===== config.mk =====
export PLATFORM = sky130hd
export DESIGN_NAME = reg_file_dump
export DESIGN_NICKNAME = d
export VERILOG_FILES = /design/src/rtl/reg_file_dump.sv
export SDC_FILE = /design/constraint.sdc
export NUM_CORES = 1
export LEC_CHECK = 0
export CAP_MARGIN = 15
export CORE_ASPECT_RATIO = 0.9
export CORE_MARGIN = 2
export CORE_UTILIZATION = 45
export CTS_CLUSTER_SIZE = 28
export DETAILED_ROUTE_END_ITERATION = 6
export GPL_TIMING_DRIVEN = 1
export PLACE_DENSITY = 0.83
export RECOVER_POWER = 25
export SETUP_SLACK_MARGIN = 0.15
export SKIP_CTS_REPAIR_TIMING = 1
export SLEW_MARGIN = 20
export SYNTH_ARGS = -nofsm -noshare
export SYNTH_HDL_FRONTEND = slang
export SYNTH_SLANG_ARGS = --single-unit

===== constraint.sdc =====
create_clock -name clk -period 3 [get_ports clk]
set_input_delay 0.45 -clock clk [delete_from_list [all_inputs] [get_ports clk]]
set_output_delay 0.45 -clock clk [all_outputs]
set_load 0.05 [all_outputs]

===== src/rtl/reg_file_dump.sv =====
// Debug read-out engine: walks the architectural registers through one reg file
// read port and streams (index, value) beats over a valid/ready interface.
module reg_file_dump #(
    parameter int NUM_REGS = 32,
    parameter int XLEN     = 32
) (
    input  logic            clk,
    input  logic            rst,
    input  logic            start,
    output logic            busy,
    output logic            done,
    output logic [4:0]      rd_reg,
    input  logic [XLEN-1:0] rd_data,
    output logic            out_valid,
    input  logic            out_ready,
    output logic [4:0]      out_idx,
    output logic [XLEN-1:0] out_data
);

    typedef enum logic [1:0] {IDLE, READ, SEND, DONE} state_t;

    localparam logic [4:0] LAST_IDX = 5'(NUM_REGS - 1);

    state_t     state;
    state_t     state_next;
    logic [4:0] idx;
    logic       handshake;

    assign handshake = (state == SEND) && out_valid && out_ready;

    always_ff @(posedge clk or posedge rst) begin
        if (rst) begin
            state <= IDLE;
        end else begin
            state <= state_next;
        end
    end

    // Terminal test comes before the increment, so idx never wraps.
    always_comb begin
        state_next = state;
        case (state)
            IDLE:    if (start) state_next = READ;
            READ:    state_next = SEND;
            SEND:    if (handshake) state_next = (idx == LAST_IDX) ? DONE : READ;
            DONE:    state_next = IDLE;
            default: state_next = IDLE;
        endcase
    end

    // The beat is captured at the end of READ, so a write landing on that same
    // edge is not part of the snapshot.
    always_ff @(posedge clk or posedge rst) begin
        if (rst) begin
            idx       <= '0;
            out_valid <= 1'b0;
            out_idx   <= '0;
            out_data  <= '0;
        end else begin
            case (state)
                IDLE: begin
                    if (start) idx <= '0;
                end
                READ: begin
                    out_data  <= rd_data;
                    out_idx   <= idx;
                    out_valid <= 1'b1;
                end
                SEND: begin
                    if (handshake) begin
                        out_valid <= 1'b0;
                        if (idx != LAST_IDX) idx <= idx + 5'd1;
                    end
                end
                default: ;
            endcase
        end
    end

    assign busy   = (state != IDLE);
    assign done   = (state == DONE);
    assign rd_reg = (state == READ) ? idx : '0;

endmodule

==> flow_metrics.py <==
metrics = {
    "floorplan": {
        "fp.dieH_um": 67.5,
        "dieArea_um2": 5030,
        "die_w_um": 74.6,
        "io_pins": 81,
        "coreArea_um2": 4370,
        "initial_core_util_pct": 46.1,
        "rows": 23,
    },
    "logic_synthesis": {
        "synth_nets": 165,
        "synth_area_leaders": "dfrtp_1 (56%), mux2_4 (25%), buf_12 (3.0%)",
        "async_flop_share_pct": 100,
        "syn_avg_cell_area_um2": 15.9,
        "yosysTopAreaCell": "dfrtp_1",
        "yosys_warnings": 0,
        "synth_edf_count": 0,
        "ys_ff_latch": 45,
        "yosysMostFrequentCell": "dfrtp_1",
        "synth_common_cells": "dfrtp_1 (45), mux2_4 (33), and2_1 (6)",
        "syn_inst": 127,
        "yosysSeqAreaShare_pct": 55.8,
        "synthDistinctLibCells": 25,
        "synth_area_um2": 2020,
        "synth_top_area_share_pct": 55.8,
        "synth_ff_type": "dfrtp_1",
    },
    "finish": {
        "drive_above_1_share_pct": 24.2,
        "n_fill_cell": 340,
        "num_antenna_cells": 0,
        "area_growth_pct": 48.3,
        "fin_area_um2": 2990,
        "layout.nets": 248,
    },
    "clock_tree": {
        "worstSkewPairLatency_ns": 0.29,
        "htreeDepth": 2,
        "cts.sinks": 45,
        "tritoncts": "yes",
        "root_buffer": "clkbuf_8",
        "cts.clk_slew.worst_paths_ns": 0.08,
        "cts_buffers": 5,
        "cts_max_path_buffers": 2,
    },
    "setup_path": {
        "worstSetupPathType": "flop to primary output",
        "worst-path-buf-inv": 1,
        "slowest_stage": "clkdlybuf4s50_1",
        "start_kind": "flop",
        "critPathRequiredTime_ns": 2.55,
        "worstRegToRegCells": 6,
        "reg2reg_to": "idx[0]",
        "rr_startpoint": "idx[0]",
        "max_stage_delay_ns": 0.70,
        "cp-end-kind": "primary output",
        "crit_arrival_ns": 1.87,
        "path_cells": "or2_2 > clkdlybuf4s50_1",
        "crit_fanout": 13,
        "ff2ff_setup_slack_ns": 0.99,
        "cp_top_family": "buffers and inverters",
    },
    "sta": {
        "fin_crit_sh_pct": 77.5,
        "tightest_slew_ns": 1.64,
        "hold_slack_ns": 0.500,
        "relSlewSlack_pct": -9.38,
        "setup_viol": 0,
        "post-route-min-period_ns": 2.32,
        "tns_ns": 0,
        "max_freq_mhz": 430,
        "rsz0062_at_grt": "no",
        "final_hold_viol_count": 0,
        "finalMaxSlewViolations": 46,
        "clock_skew_ns": 0.00611,
    },
    "hold_path": {
        "hp-class": "flop to flop",
        "hold_start": "out_data[0]",
        "hold_path_depth": 1,
        "min_to": "out_data[0]",
    },
    "run_status": {
        "status": "complete, but fails checks",
        "violations": "max-capacitance violations, max-slew violations",
    },
    "detailed_routing": {
        "drtAntennaViolNets": 0,
        "drc": 0,
        "routed_via_density": 4.78,
        "wl_per_cell_um": 14.4,
        "dr_total_vias": 1306,
        "routed_wl_um": 3940,
        "first_pass_iters": 4,
        "drtIter0Drc": 48,
    },
    "global_routing": {
        "grt_pass1_vias": 1237,
        "grt_pass1_wl_um": 6090,
        "grt_use_total_pct": 16.1,
        "grt-ovfl-total": 0,
        "antenna_found_initial": 0,
        "grt_max_degree": 46,
    },
    "place": {
        "dpl_cell_area_um2": 2870,
        "gp_congestion": 0.748,
        "dp_hpwl_um": 2820,
        "portBuffers": 80,
    },
    "power_and_ir_drop": {
        "powerDensity_nw_per_um2": 1280,
        "irDropWorstVdd_uv": 796,
        "power.total_mw": 3.83,
        "p_leak_nw": 1.33,
    },
    "run": {
        "drv_cap": 1,
    },
}
## logic make-up (layout without fill, tap and decap cells)
group | count (synthesis) | count (layout) | share of synthesized area (%)
AO/OA/AOI/OAI | 7 | 7 | 2.17
adder cells (fa/ha/maj) | 2 | 2 | 1.24
buffers and inverters | 9 | 93 | 4.90
flip-flops | 45 | 45 | 55.8
multiplexers | 40 | 40 | 28.3
AND/OR/NAND/NOR | 24 | 24 | 7.51
## through the flow
stage                     utilization, %  instances  setup slack [ns]
after floorplan                        -        127              1.13
after global routing                68.4        273             0.503
after global placement              65.7        265              1.02
after CTS                           68.7        273             0.659
final                               68.4        273             0.676
after detailed placement            65.7        265             0.991
## worst register-to-register path, cell delays in order, from the launching register on
cell and delay (ns):
dfrtp_1 0.42, ha_1 0.24, and3_1 0.19, ha_1 0.19
nand4b_1 0.19, a21oi_2 0.31, mux2_1 0.35
## state kept, by name, summed over array words and instances, names as in the netlist
signal,cells
state,2
idx,5
out_valid,1
out_data,32
out_idx,5
## layout make-up
type	count	area, um^2	area share, %
Inverter	3	11.3	0.376
Multi-Input combinational cell	73	777	26.0
Timing Repair Buffer	82	866	28.9
Sequential cell	45	1130	37.6
Tap cell	62	77.6	2.59
Clock buffer	5	68.8	2.30
Clock inverter	3	65.1	2.17
## cell usage in the layout, fill, tap and decap left out
cell type / n
nand2_1: 2
dfrtp_1: 45
nand2b_1: 4
and2_1: 6
clkinv_2: 1
mux2i_1: 2
or2_1: 1
or2_2: 1
and3_1: 2
inv_1: 3
bufinv_16: 2
nand3_1: 1
and3b_1: 1
dlygate4sd3_1: 1
mux2_2: 4
nor2b_4: 1
clkbuf_8: 5
mux2_1: 5
ha_1: 2
clkdlybuf4s50_1: 74
nor2_1: 2
a31oi_1: 4
buf_12: 5
buf_4: 2
a21oi_2: 1
a21oi_1: 2
mux2_4: 29
nor2b_1: 2
nand4b_1: 1
## layer usage
layer	share of wire [%]	global-route usage [%]
met3	9.0	5.67
met2	42	23.3
met5	0	0
met1	48	23.1
met4	1.1	3.79
## how the worst max path moves through the flow
stage,from,end,slack [ns],depth (start not counted)
after global routing,rst,out_idx[4],0.50,2
final,state[1],busy,0.68,2
after global placement,state[1],busy,1.02,2
after detailed placement,state[1],busy,0.99,2
after floorplan,idx[0],idx[0],1.13,6
after CTS,state[1],busy,0.66,2
## report_power, final
part           switching [mW]  leakage, nW  total (mW)  internal, mW
clock                   0.196       0.0681       0.526         0.331
combinational            1.30        0.714        2.25         0.952
sequential              0.174        0.549        1.05         0.876
total                    1.67         1.33        3.83          2.16
Note: power is estimated with default switching activity, not from simulation.
